File: src/rtl/namuru_evt_pkg.sv
// Shared widths and helpers for the Namuru event capture path.
package namuru_evt_pkg;

    localparam int TS_W_DEF   = 32;
    localparam int CNT_W_DEF  = 16;
    localparam int LOST_W_DEF = 8;

    // Increment that sticks at maxv instead of rolling over.
    function automatic logic [31:0] sat_inc(input logic [31:0] v, input logic [31:0] maxv);
        return (v >= maxv) ? maxv : v + 32'd1;
    endfunction

endpackage

File: src/rtl/namuru_toggle_edge.sv
// Purpose: turn a synchronised toggle level into a one-cycle event flag.
// Latency: evt is combinational from sync_i against last cycle's level.
// Backpressure: none; one toggle per clock at most is assumed.
module namuru_toggle_edge (
    input  logic sys_clk,
    input  logic sys_rst,
    input  logic sync_i,
    output logic evt
);

    logic prev;
    logic armed;

    // The first cycle out of reset only samples the level, so a line resting high is not an edge.
    always_ff @(posedge sys_clk) begin
        if (sys_rst) begin
            prev  <= 1'b0;
            armed <= 1'b0;
        end else begin
            prev  <= sync_i;
            armed <= 1'b1;
        end
    end

    assign evt = armed & (sync_i ^ prev);

endmodule

File: src/rtl/namuru_evt_capture.sv
// Purpose: timestamp correlator toggle events and hold them pending until acknowledged.
// Latency: one cycle from a toggle on sync_i to pending/irq/ts_latched/evt_count.
// Backpressure: none; events arriving while pending are counted as lost and flag overrun.
module namuru_evt_capture
    import namuru_evt_pkg::*;
#(
    parameter int TS_W   = TS_W_DEF,
    parameter int CNT_W  = CNT_W_DEF,
    parameter int LOST_W = LOST_W_DEF
) (
    input  logic              sys_clk,
    input  logic              sys_rst,
    input  logic              sync_i,
    input  logic              enable,
    input  logic              ack,
    output logic              pending,
    output logic              irq,
    output logic              overrun,
    output logic [TS_W-1:0]   ts_latched,
    output logic [CNT_W-1:0]  evt_count,
    output logic [LOST_W-1:0] lost_count
);

    logic [TS_W-1:0] ts_cnt;
    logic            evt;
    logic            accept;
    logic            drop;

    namuru_toggle_edge u_edge (
        .sys_clk (sys_clk),
        .sys_rst (sys_rst),
        .sync_i  (sync_i),
        .evt     (evt)
    );

    // An ack in the same cycle frees the slot, so the new event takes it.
    assign accept = evt & enable & (~pending | ack);
    assign drop   = evt & enable & pending & ~ack;

    always_ff @(posedge sys_clk) begin
        if (sys_rst) begin
            ts_cnt     <= '0;
            ts_latched <= '0;
            evt_count  <= '0;
            lost_count <= '0;
            pending    <= 1'b0;
            irq        <= 1'b0;
            overrun    <= 1'b0;
        end else begin
            ts_cnt <= ts_cnt + TS_W'(1);
            irq    <= accept;
            if (accept | drop)
                evt_count <= evt_count + CNT_W'(1);
            if (accept) begin
                ts_latched <= ts_cnt;
                pending    <= 1'b1;
                if (ack)
                    overrun <= 1'b0;
            end else if (drop) begin
                overrun    <= 1'b1;
                lost_count <= LOST_W'(sat_inc(32'(lost_count), 32'({LOST_W{1'b1}})));
            end else if (ack) begin
                pending <= 1'b0;
                overrun <= 1'b0;
            end
        end
    end

endmodule
File: config.mk
export PLATFORM = sky130hd
export DESIGN_NAME = namuru_evt_capture
export DESIGN_NICKNAME = d
export VERILOG_FILES = /design/src/rtl/namuru_evt_pkg.sv /design/src/rtl/namuru_toggle_edge.sv /design/src/rtl/namuru_evt_capture.sv
export SDC_FILE = /design/constraint.sdc
export NUM_CORES = 1
export LEC_CHECK = 0
export ABC_AREA = 1
export CAP_MARGIN = 10
export CORE_MARGIN = 1.5
export CORE_UTILIZATION = 49
export CTS_BUF_LIST = sky130_fd_sc_hd__clkbuf_16
export CTS_CLUSTER_DIAMETER = 120
export DETAILED_ROUTE_END_ITERATION = 7
export GPL_TIMING_DRIVEN = 1
export PLACE_DENSITY = 0.8
export SYNTH_ARGS = -nofsm -noshare
export SYNTH_HDL_FRONTEND = slang
export SYNTH_SLANG_ARGS = --single-unit
File: constraint.sdc
create_clock -name sys_clk -period 1.55 [get_ports sys_clk]
set_clock_uncertainty 0.2 [all_clocks]
set_input_delay 0.31 -clock sys_clk [delete_from_list [all_inputs] [get_ports sys_clk]]
set_output_delay 0.31 -clock sys_clk [all_outputs]
set_load 0.03 [all_outputs]
Yosys cells after proc, flatten, opt, wreduce, memory -nomap -nowiden
Cells that the tools add are included.

word-level totals
  register bits after elaboration = 93
  output and inout port bits = 59
  input bits = 5

operators by class
  bitwise gates (word level) = 11
  equal/unequal tests = 1
  order comparisons = 1
  muxes and demuxes = 8
  reduce and logical (&&, ||, !) cells = 3
  add/sub/neg operators = 3

operators by type and width
  cell                                                       count
  adder 32 x 1 -> 32 bit (second input constant)             1
  adder 16 x 1 -> 16 bit (second input constant)             1
  adder 8 x 1 -> 8 bit (second input constant)               1
  greater-or-equal comparator 8 bit (second input constant)  1
  two-way mux 8 bit                                          1
  two-way mux 1 bit                                          7
  AND 1 bit                                                  5
  AND reduction 2 bit                                        2
  NOT 1 bit                                                  3
  != test 2 bit (second input constant)                      1
  bitwise OR 1 bit                                           2
  nonzero test 2 bit                                         1
  bitwise XOR 1 bit                                          1

Logic depth before layout (Yosys ltp)
Gate-level depths: netlist of the first run.

  depth after elaboration = 7
  depth in mapped cells = 10
  gate-level depth less buffers = 9

By module
From an unflattened synthesis of the first run, not the netlist that was laid out.

second synthesis, totals
  cell total of the unflattened synthesis = 602
  area, all modules = 4,212.8 µm²

modules (own cells, without submodules)
  module              times used  cells an instance  area an instance (µm²)  sequential area each (µm²)
  namuru_evt_capture  1           593                4,144.0                 1,821.7
  namuru_toggle_edge  1           9                  68.8                    40.0

Worst setup path before layout of the first run
No wires, ideal clock.

  kind = reg2reg
  from = register lost_count[0]
  to = register lost_count[0]
  arrival = 1.462 ns
  slack = -0.184 ns
  cell stages (with the launch flop) = 7
  path through = dfxtp_1 > ha_1 > nand2_1 > nor2_2 > nand3_2 > and2_1 > a21oi_1

on the way
  cells in the longest elaborated chain, start to end = 2
  elaborated cells between the ends (all ways) = 3
  classes of those cells = add/sub: 1; order compare: 1; mux: 1

ends and longest elaborated chain
  element                                                                    line                      RTL
  start: declaration                                                         namuru_evt_capture.sv:21  output logic [LOST_W-1:0] lost_count
  start signal: assignment                                                   namuru_evt_capture.sv:61  lost_count <= LOST_W'(sat_inc(32'(lost_count), 32'({LOST_W{1'b1}})));
  adder 8 x 1 -> 8 bit or greater-or-equal comparator 8 bit (tied branches)  namuru_evt_pkg.sv:10      return (v >= maxv) ? maxv : v + 32'd1;
  two-way mux 8 bit (*)                                                      namuru_evt_pkg.sv:10

Every way passes the cells marked *; elsewhere a longest branch is shown, timed or not.
A chain may end at the register's enable or synchronous reset.

Worst setup path after layout of the first run
  from = register ts_cnt[0]
  to = register ts_cnt[14]

on the way
  cells in the longest elaborated chain, start to end = 1

ends and longest elaborated chain
  element                   line                      RTL
  start: declaration        namuru_evt_capture.sv:24  logic [TS_W-1:0] ts_cnt;
  start signal: assignment  namuru_evt_capture.sv:50  ts_cnt <= ts_cnt + TS_W'(1);
  adder 32 x 1 -> 32 bit    namuru_evt_capture.sv:50

No other way between the ends.

==> results of run 1 <==
-- how the worst max path moves through the flow --
stage,start,endpoint,slack (ns),cells past startpoint
floorplan,lost_count[3]$_SDFFE_PP0P_,lost_count[0]$_SDFFE_PP0P_,0.005,5
global placement,sync_i,ts_latched[20]$_SDFFE_PP0P_,-0.41,8
detailed placement,sync_i,lost_count[3]$_SDFFE_PP0P_,-0.44,9
CTS,ts_cnt[1]$_SDFF_PP0_,ts_cnt[18]$_SDFF_PP0_,-0.02,8
global route,ts_cnt[0]$_SDFF_PP0_,ts_cnt[14]$_SDFF_PP0_,-0.1,6
finish,ts_cnt[0]$_SDFF_PP0_,ts_cnt[14]$_SDFF_PP0_,-0.04,6
-- logic make-up after synthesis --
| logic type | after synthesis | synth area share, % |
|---|---|---|
| compound gates | 94 | 11.2 |
| xor+xnor | 4 | 0.813 |
| fa+ha+maj | 3 | 0.871 |
| buf+inv | 79 | 7.20 |
| flops | 93 | 43.2 |
| simple gates | 349 | 36.7 |
-- worst max-delay path, stage by stage (launching register included) --
cell and delay, ns:
dfxtp_2 0.36, ha_4 0.16, nand2_4 0.07, nor3_2 0.21, nand3_2 0.15, o21ai_0 0.25, a21oi_1 0.06
-- routing by layer --
layer | vias to the layer above | global-route usage, %
met3 | 31 | 4.84
met2 | 133 | 43.2
met1 | 2116 | 28.9
met5 | - | 0
li1 | 2233 | -
met4 | 0 | 10.7
-- cell usage after synthesis (2+ instances only) --
library cell,n,share of area [%]
a21oi_1,70,8.1
and2_1,2,0.29
buf_2,7,0.81
clkbuf_1,11,0.96
dfxtp_1,93,43
ha_1,3,0.87
inv_1,54,4.7
inv_2,4,0.35
nand2_1,169,15
nand2_2,4,0.58
nand2_4,2,0.52
nand3_1,64,7.4
nand3_2,3,0.70
nand3b_1,5,0.87
nand4_1,8,1.2
nor2_1,74,6.4
nor2_2,6,0.87
nor2_4,4,1.0
nor2_8,2,0.93
nor3_1,3,0.35
o21a_1,3,0.52
o21ai_0,18,2.1
xor2_1,3,0.61
-- stage by stage --
stage / setup slack (ns) / cell area (sq um) / TNS (ns) / util [%] / power (W)
floorplan: 0.00475 / 4330 / 0 / - / 0.00259
global placement: -0.406 / 5290 / -20.11 / 61.2 / 0.00267
detailed placement: -0.443 / 5290 / -22.44 / 61.2 / 0.00267
CTS: -0.0236 / 5720 / -0.0236 / 66.2 / 0.00471
global route: -0.0969 / 5960 / -1.10 / 69.0 / 0.00488
finish: -0.0405 / 5960 / -0.0549 / 69.0 / 0.00472
-- where the power goes --
group          total [W]  leakage, nW  internal, W  switching (W)
Sequential       0.00242        0.767      0.00240      0.0000205
Combinational   0.000238         1.45    0.0000846       0.000153
Clock            0.00206        0.143      0.00116       0.000900
Total            0.00472         2.36      0.00365        0.00107
-- state kept, by name (all words and copies together), names as in the netlist --
| signal | flops |
|---|---|
| irq | 1 |
| overrun | 1 |
| evt_count | 16 |
| pending | 1 |
| u_edge.armed | 1 |
| lost_count | 8 |
| ts_latched | 32 |
| ts_cnt | 32 |
| u_edge.prev | 1 |
-- cell type report --
cell class	instances	area [sq um]	area share, %
Inverter	58	218	3.65
Timing Repair Buffer	121	996	16.7
Tap cell	108	135	2.27
Sequential cell	93	1920	32.1
Clock buffer	10	250	4.20
Multi-Input combinational cell	452	2420	40.6
Clock inverter	6	28.8	0.483
-- timing repair --
item	CTS	global route
gates cloned	2	0
buffers inserted	2	10
setup endpoints to repair	82	86
gates resized for setup	85	93
pin swaps	9	23
hold buffers	0	0
==> results.json, run 1 <==
{
  "route.met2.wl_um": 6290,
  "status": "complete, but fails checks",
  "grt_pass1_wl_um": 19100,
  "drt_iter0_markers": 223,
  "final_cell_mix": "nand2_1 (154), buf_4 (88), a21oi_1 (69)",
  "period_share_pct": 103,
  "p_leak_nw": 2.36,
  "synth_nets": 630,
  "fin_cells": 848,
  "powerDensity_mw_per_mm2": 792,
  "final-hold-violation-count": 0,
  "ys_warn_count": 0,
  "clockRootBuffer": "clkbuf_16",
  "io_pins": 64,
  "diodes": 0,
  "gr-total-overflow": 0,
  "nNetsFinal": 743,
  "async_flop_share_pct": 0,
  "grt_pass1_vias": 4255,
  "die_h_um": 96.8,
  "yosysSeqAreaShare_pct": 43.2,
  "hold-worst-slack_ns": 0.195,
  "max_cap_violations": 0,
  "worst_slew_pin_slew_ns": 0.288,
  "grt_antenna_before_repair": 0,
  "grt_usage_pct": 24.5,
  "r2r_slack_ns": -0.04,
  "relSlewSlack_pct": 80.8,
  "dp_hpwl_um": 7580,
  "ir_drop_mv": 0.438,
  "finalWirelength_um": 12200,
  "crit_type": "reg -> reg",
  "numCtsBuffers": 9,
  "vias": 4513,
  "synth-main-ff-cell": "dfxtp_1",
  "cts_tree": "done",
  "wl_met3_um": 530,
  "io_buffers": 63,
  "numClockSinks": 93,
  "hold_class": "in -> reg",
  "max_freq_mhz": 629,
  "min-delay-start": "sys_rst",
  "drive_gt1_share_pct": 33.5,
  "critPathMaxFanout": 4,
  "ys_ff_latch": 93,
  "area_delta_synth_final_pct": 38.3,
  "violations": "setup timing",
  "r2r-start": "ts_cnt[0]$_SDFF_PP0_",
  "grt_start_max_net_pins": 64,
  "synth_cell_types": 33,
  "wl_per_cell_um": 14.4,
  "finalMaxSlewViolations": 0,
  "setup_viol": 2,
  "gp_congestion": 0.909,
  "drt_pre_antenna_iters": 5,
  "core_area_sq_mm": 0.00864,
  "layout.cells.most_common": "nand2_1",
  "h-tree-depth": 3,
  "finalCriticalPeriod_ns": 1.59,
  "hold_depth": 3,
  "die_w_um": 96.8,
  "netlist_area_sq_mm": 0.00431,
  "top_layer": "met4",
  "arrival_ns": 1.61,
  "clk_pin_slew_ns": 0.06,
  "min_to": "u_edge.armed$_DFF_P_",
  "remaining_drc_errors": 0,
  "rsz0062_at_grt": "true",
  "syn_area_per_cell_sq_um": 6.93,
  "nFillCells": 692,
  "clk_path_buf_depth": 2,
  "crit_required_ns": 1.57,
  "synth-edff-count": 0,
  "clk_latency_ns": 0.34,
  "place_inst": 818,
  "fp-row-count": 34,
  "r2r_end": "ts_cnt[14]$_SDFF_PP0_",
  "routedLengthMet1_um": 5040,
  "setup_slack_ns": -0.0405,
  "start_util_pct": 49.9,
  "critPathLaunchType": "flop",
  "drtAntennaViolNets": 0,
  "die_area_sq_mm": 0.00937,
  "reg2reg_depth": 6,
  "cp-end-kind": "flop",
  "vias_per_cell": 5.32,
  "synthCells": 622
}
Power figures use the tool's default switching activity.
==> inputs of run 2 (changes only) <==
--- a/config.mk
+++ b/config.mk
@@ -7,7 +7,6 @@
 export LEC_CHECK = 0
 export ABC_AREA = 1
 export CAP_MARGIN = 10
-export CORE_MARGIN = 1.5
 export CORE_UTILIZATION = 49
 export CTS_BUF_LIST = sky130_fd_sc_hd__clkbuf_16
 export CTS_CLUSTER_DIAMETER = 120
==> constraint.sdc (replaced) <==
create_clock -name sys_clk -period 1.55 [get_ports sys_clk]
set_clock_uncertainty 0.2 [all_clocks]
set_input_delay 0.465 -clock sys_clk [delete_from_list [all_inputs] [get_ports sys_clk]]
set_output_delay 0.465 -clock sys_clk [all_outputs]
set_load 0.03 [all_outputs]
==> results.json, run 2 (same netlist as run 1, synthesis figures left out) <==
{
  "utilization_pct": 78.7,
  "clockRootBuffer": "clkbuf_16",
  "area_delta_synth_final_pct": 53.0,
  "r2r_slack_ns": -0.11,
  "relSlewSlack_pct": 75.8,
  "die_h_um": 95.8,
  "violations": "setup timing",
  "drt_pre_antenna_iters": 5,
  "setup_viol": 28,
  "vias": 4868,
  "io_pins": 64,
  "core_area_sq_mm": 0.00838,
  "power_w": 0.00506,
  "die_area_sq_mm": 0.00918,
  "critPathLaunchType": "primary input",
  "grt_start_max_net_pins": 30,
  "setup_slack_ns": -0.144,
  "grt_antenna_before_repair": 0,
  "numClockSinks": 93,
  "top_regs": "ts_cnt: 32 flops, ts_latched: 32 flops, evt_count: 16 flops",
  "gp_congestion": 0.890,
  "finalWirelength_um": 14500,
  "crit_type": "in -> reg",
  "final_cell_mix": "nand2_1 (127), buf_4 (80), nor2_1 (59)",
  "p_leak_nw": 2.57,
  "hold_class": "in -> reg",
  "wl_per_cell_um": 17.0,
  "finalMaxSlewViolations": 0,
  "ir_drop_mv": 0.601,
  "drtAntennaViolNets": 0,
  "io_buffers": 63,
  "rsz0062_at_grt": "true",
  "diodes": 0,
  "numCtsBuffers": 9,
  "nNetsFinal": 754,
  "clk_pin_slew_ns": 0.07,
  "worst_slew_pin_slew_ns": 0.363,
  "remaining_drc_errors": 0,
  "cts_tree": "done",
  "dp_hpwl_um": 7340,
  "vias_per_cell": 5.69,
  "grt_usage_pct": 26.7,
  "grt_pass1_wl_um": 18900,
  "nFillCells": 525,
  "arrival_ns": 1.75,
  "max_freq_mhz": 590,
  "finalCriticalPeriod_ns": 1.69,
  "drt_iter0_markers": 329,
  "gr-total-overflow": 0,
  "clk_latency_ns": 0.35,
  "start_util_pct": 51.4,
  "fp-row-count": 33,
  "drive_gt1_share_pct": 43.5,
  "max_cap_violations": 0,
  "clk_path_buf_depth": 2,
  "multi_input_area_sq_mm": 0.00264,
  "cp-end-kind": "flop",
  "period_share_pct": 109,
  "crit_required_ns": 1.60,
  "die_w_um": 95.8,
  "status": "complete, but fails checks",
  "seq_area_sq_mm": 0.00198,
  "layout.cells.most_common": "nand2_1",
  "final-hold-violation-count": 0,
  "critPathMaxFanout": 8,
  "powerDensity_mw_per_mm2": 767,
  "grt_pass1_vias": 4210,
  "ctsHoldBuffers": 0,
  "h-tree-depth": 3
}
## run 2: layer usage
layer	vias to the layer above	part of all wire [%]	GRT usage [%]
li1	2271	-	-
met5	-	0	0
met1	2265	38	30.8
met2	262	51	47.7
met3	70	6.2	4.98
met4	0	5.1	11.7
## run 2: repair_timing
item | in CTS | in global routing
cloned | 4 | 4
buffers inserted | 10 | 15
setup endpoints to repair | 87 | 97
pin swaps | 12 | 30
resized for setup | 70 | 182
## run 2: path summary, 6_finish.rpt
kind	from	end	cells past startpoint
worst min-delay path	sys_rst	ts_latched[0]$_SDFFE_PP0P_	2
worst max register to register	u_edge.prev$_SDFF_PP0_	ts_latched[30]$_SDFFE_PP0P_	8
worst min register to register	ts_cnt[7]$_SDFF_PP0_	ts_cnt[7]$_SDFF_PP0_	1
worst max-delay path	ack	ts_latched[30]$_SDFFE_PP0P_	7
## run 2: report_power, final
group	switching, W	total, W	internal, W
Clock	0.000966	0.00231	0.00134
Combinational	0.000199	0.000349	0.000150
Sequential	0.0000251	0.00240	0.00238
Total	0.00119	0.00506	0.00387
## run 2: final cells by class
type | count | area share, %
tap | 105 | 1.99
clock buffer | 10 | 3.79
clock inverter | 6 | 0.911
multi-input combinational | 452 | 40.1
inverter | 58 | 3.38
sequential | 93 | 30.0
timing repair buffer | 132 | 19.8
## run 2: per-stage QoR
step | setup WS [ns] | cells | hold WS, ns | instance area, sq um | setup TNS [ns]
floorplan | 0.00475 | 622 | 0.240 | 4330 | 0
global placement | -0.583 | 814 | 0.246 | 5230 | -31.41
detailed placement | -0.622 | 814 | 0.249 | 5230 | -33.96
CTS | -0.0426 | 841 | 0.197 | 5850 | -0.192
global route | -0.187 | 856 | 0.187 | 6600 | -3.19
finish | -0.144 | 856 | 0.199 | 6600 | -0.960
## run 2: worst max-delay path, cell delays in order
cell,delay (ns)
clkdlybuf4s50_1,0.42
inv_2,0.12
nand2_8,0.10
nand2_8,0.14
clkbuf_16,0.20
nand2_1,0.06
a21oi_1,0.23
==> inputs of run 3 (changes only) <==
--- a/config.mk
+++ b/config.mk
@@ -7,12 +7,12 @@
 export LEC_CHECK = 0
 export ABC_AREA = 1
 export CAP_MARGIN = 10
-export CORE_UTILIZATION = 49
+export CORE_UTILIZATION = 54
 export CTS_BUF_LIST = sky130_fd_sc_hd__clkbuf_16
 export CTS_CLUSTER_DIAMETER = 120
 export DETAILED_ROUTE_END_ITERATION = 7
 export GPL_TIMING_DRIVEN = 1
-export PLACE_DENSITY = 0.8
+export PLACE_DENSITY = 0.84
 export SYNTH_ARGS = -nofsm -noshare
 export SYNTH_HDL_FRONTEND = slang
 export SYNTH_SLANG_ARGS = --single-unit
==> constraint.sdc (replaced) <==
create_clock -name sys_clk -period 1.7 [get_ports sys_clk]
set_clock_uncertainty 0.2 [all_clocks]
set_input_delay 0.51 -clock sys_clk [delete_from_list [all_inputs] [get_ports sys_clk]]
set_output_delay 0.51 -clock sys_clk [all_outputs]
set_load 0.03 [all_outputs]
==> results.json, run 3 (same netlist as run 1, synthesis figures left out) <==
{
  "status": "complete, no violations",
  "grt_busiest_layer": "met2",
  "p_switching_w": 0.000968,
  "numClockSinks": 93,
  "relSlewSlack_pct": 80.8,
  "cpPeakStageDelay_ns": 0.43,
  "clk_pin_slew_ns": 0.06,
  "cp_num_buf_inv": 1,
  "finalCriticalPeriod_ns": 1.68,
  "grt_pass1_wl_um": 18000,
  "numCtsBuffers": 9,
  "ctsHoldBuffers": 0,
  "finalMaxSlewViolations": 0,
  "r2r_end": "ts_cnt[19]$_SDFF_PP0_",
  "crit_cells": 1,
  "remaining_drc_errors": 0,
  "setup_viol": 0,
  "setup_slack_ns": 0.0207,
  "drtAntennaViolNets": 0,
  "grt_start_max_net_pins": 38,
  "p_sw_share_pct": 20.7,
  "met3_usage_pct": 3.35,
  "reg2reg_depth": 9,
  "intPower_w": 0.00370,
  "die_area_sq_mm": 0.00834,
  "critPathLaunchType": "flop",
  "powerDensity_mw_per_mm2": 838,
  "dp_hpwl_um": 7250,
  "max_freq_mhz": 595,
  "p_clk_share_pct": 48.1,
  "hold_class": "in -> reg",
  "io_buffers": 63,
  "r2r_slack_ns": 0.11,
  "layout.cells.most_common": "nand2_1",
  "io_pins": 64,
  "die_w_um": 91.3,
  "pre_cts_ws_ns": -0.503,
  "grt_pass1_vias": 4158,
  "final_cell_mix": "nand2_1 (164), dfxtp_1 (80), buf_4 (72)",
  "period_share_pct": 98.8,
  "r2r-start": "ts_cnt[5]$_SDFF_PP0_",
  "gr-total-overflow": 0,
  "die_h_um": 91.3,
  "clockRootBuffer": "clkbuf_16",
  "arrival_ns": 0.97,
  "hold_depth": 3,
  "h-tree-depth": 3,
  "max_cap_violations": 0,
  "wl_per_cell_um": 13.5,
  "grt_antenna_before_repair": 0,
  "drive_gt1_share_pct": 22.7,
  "gp_congestion": 0.900,
  "ir_drop_mv": 0.473,
  "hold-worst-slack_ns": 0.239,
  "worst_slew_pin_slew_ns": 0.287,
  "fp-row-count": 32,
  "cts_tree": "done",
  "critPathTopFamily": "flip-flops",
  "drt_pre_antenna_iters": 4,
  "core_area_sq_mm": 0.00773,
  "seqPwrFrac_pct": 47.3,
  "crit_chain": "buf_4",
  "cp-end-kind": "output port",
  "clk_latency_ns": 0.34,
  "nNetsFinal": 708,
  "drt_iter0_markers": 210,
  "diodes": 0,
  "critPathMaxFanout": 5,
  "finalWirelength_um": 10900,
  "nFillCells": 588,
  "area_delta_synth_final_pct": 29.4,
  "vias_per_cell": 5.39,
  "met1_usage_pct": 30.6,
  "p_leak_nw": 2.19,
  "clk_path_buf_depth": 2,
  "power_w": 0.00467,
  "gr-usage-met2_pct": 48.3,
  "cpMaxStageDelayCell": "dfxtp_1",
  "crit_required_ns": 0.99,
  "crit_type": "reg -> out",
  "critical_path.startpoint": "evt_count[3]$_SDFFE_PP0P_",
  "grt_usage_pct": 26.3,
  "start_util_pct": 55.8,
  "final-hold-violation-count": 0,
  "endpoint": "evt_count[3]",
  "vias": 4351,
  "p_comb_share_pct": 4.6,
  "top_regs": "ts_cnt: 32 flops, ts_latched: 32 flops, evt_count: 16 flops"
}
[run 3: how the worst min path moves through the flow]
stage	to	slack [ns]	startpoint
2_1_floorplan	ts_cnt[31]$_SDFF_PP0_	0.25	ts_cnt[31]$_SDFF_PP0_
3_3_place_gp	ts_latched[13]$_SDFFE_PP0P_	0.25	ts_latched[13]$_SDFFE_PP0P_
3_5_place_dp	ts_latched[18]$_SDFFE_PP0P_	0.25	ts_latched[18]$_SDFFE_PP0P_
6_report	u_edge.prev$_SDFF_PP0_	0.24	sync_i
5_1_grt	u_edge.prev$_SDFF_PP0_	0.25	sync_i
4_1_cts	ts_latched[8]$_SDFFE_PP0P_	0.27	ts_latched[8]$_SDFFE_PP0P_
[run 3: metrics by stage]
stage	util [%]	std cells	setup TNS (ns)	instance area, sq um
finish	72.2	807	0	5580
global route	72.2	807	-0.0427	5580
CTS	70.1	805	-0.0269	5420
detailed placement	64.6	784	-26.25	4990
global placement	64.6	784	-21.68	4990
floorplan	-	622	0	4310
[run 3: layer usage]
metal	part of all wire (%)	routed length (um)
met3	4.4	484
met4	2.5	267
met5	0	0
met2	51	5590
met1	42	4540
[run 3: power groups by stage]
stage               combinational, W  sequential, W  clock, W
floorplan                  0.0000987        0.00227         0
global placement            0.000179        0.00225         0
detailed placement          0.000185        0.00225         0
CTS                         0.000194        0.00221   0.00227
global route                0.000234        0.00221   0.00236
finish                      0.000217        0.00221   0.00225
[run 3: what timing repair did]
action | 4_1_cts | 5_1_grt
endpoints found under the hold margin | 0 | 0
setup buffers | 3 | 1
setup endpoints to repair | 59 | 67
pin swaps | 6 | 10
cloned | 2 | 1
gates resized for setup | 22 | 42
[run 3: area by class of cell]
type	count	area, sq um	area share [%]
multi-input cells	452	2290	41.0
flip-flops and latches	93	1880	33.8
repair buffers	86	723	13.0
clock buffers	9	225	4.04
inverters	58	218	3.90
well taps	102	128	2.29
clock inverters	7	113	2.02
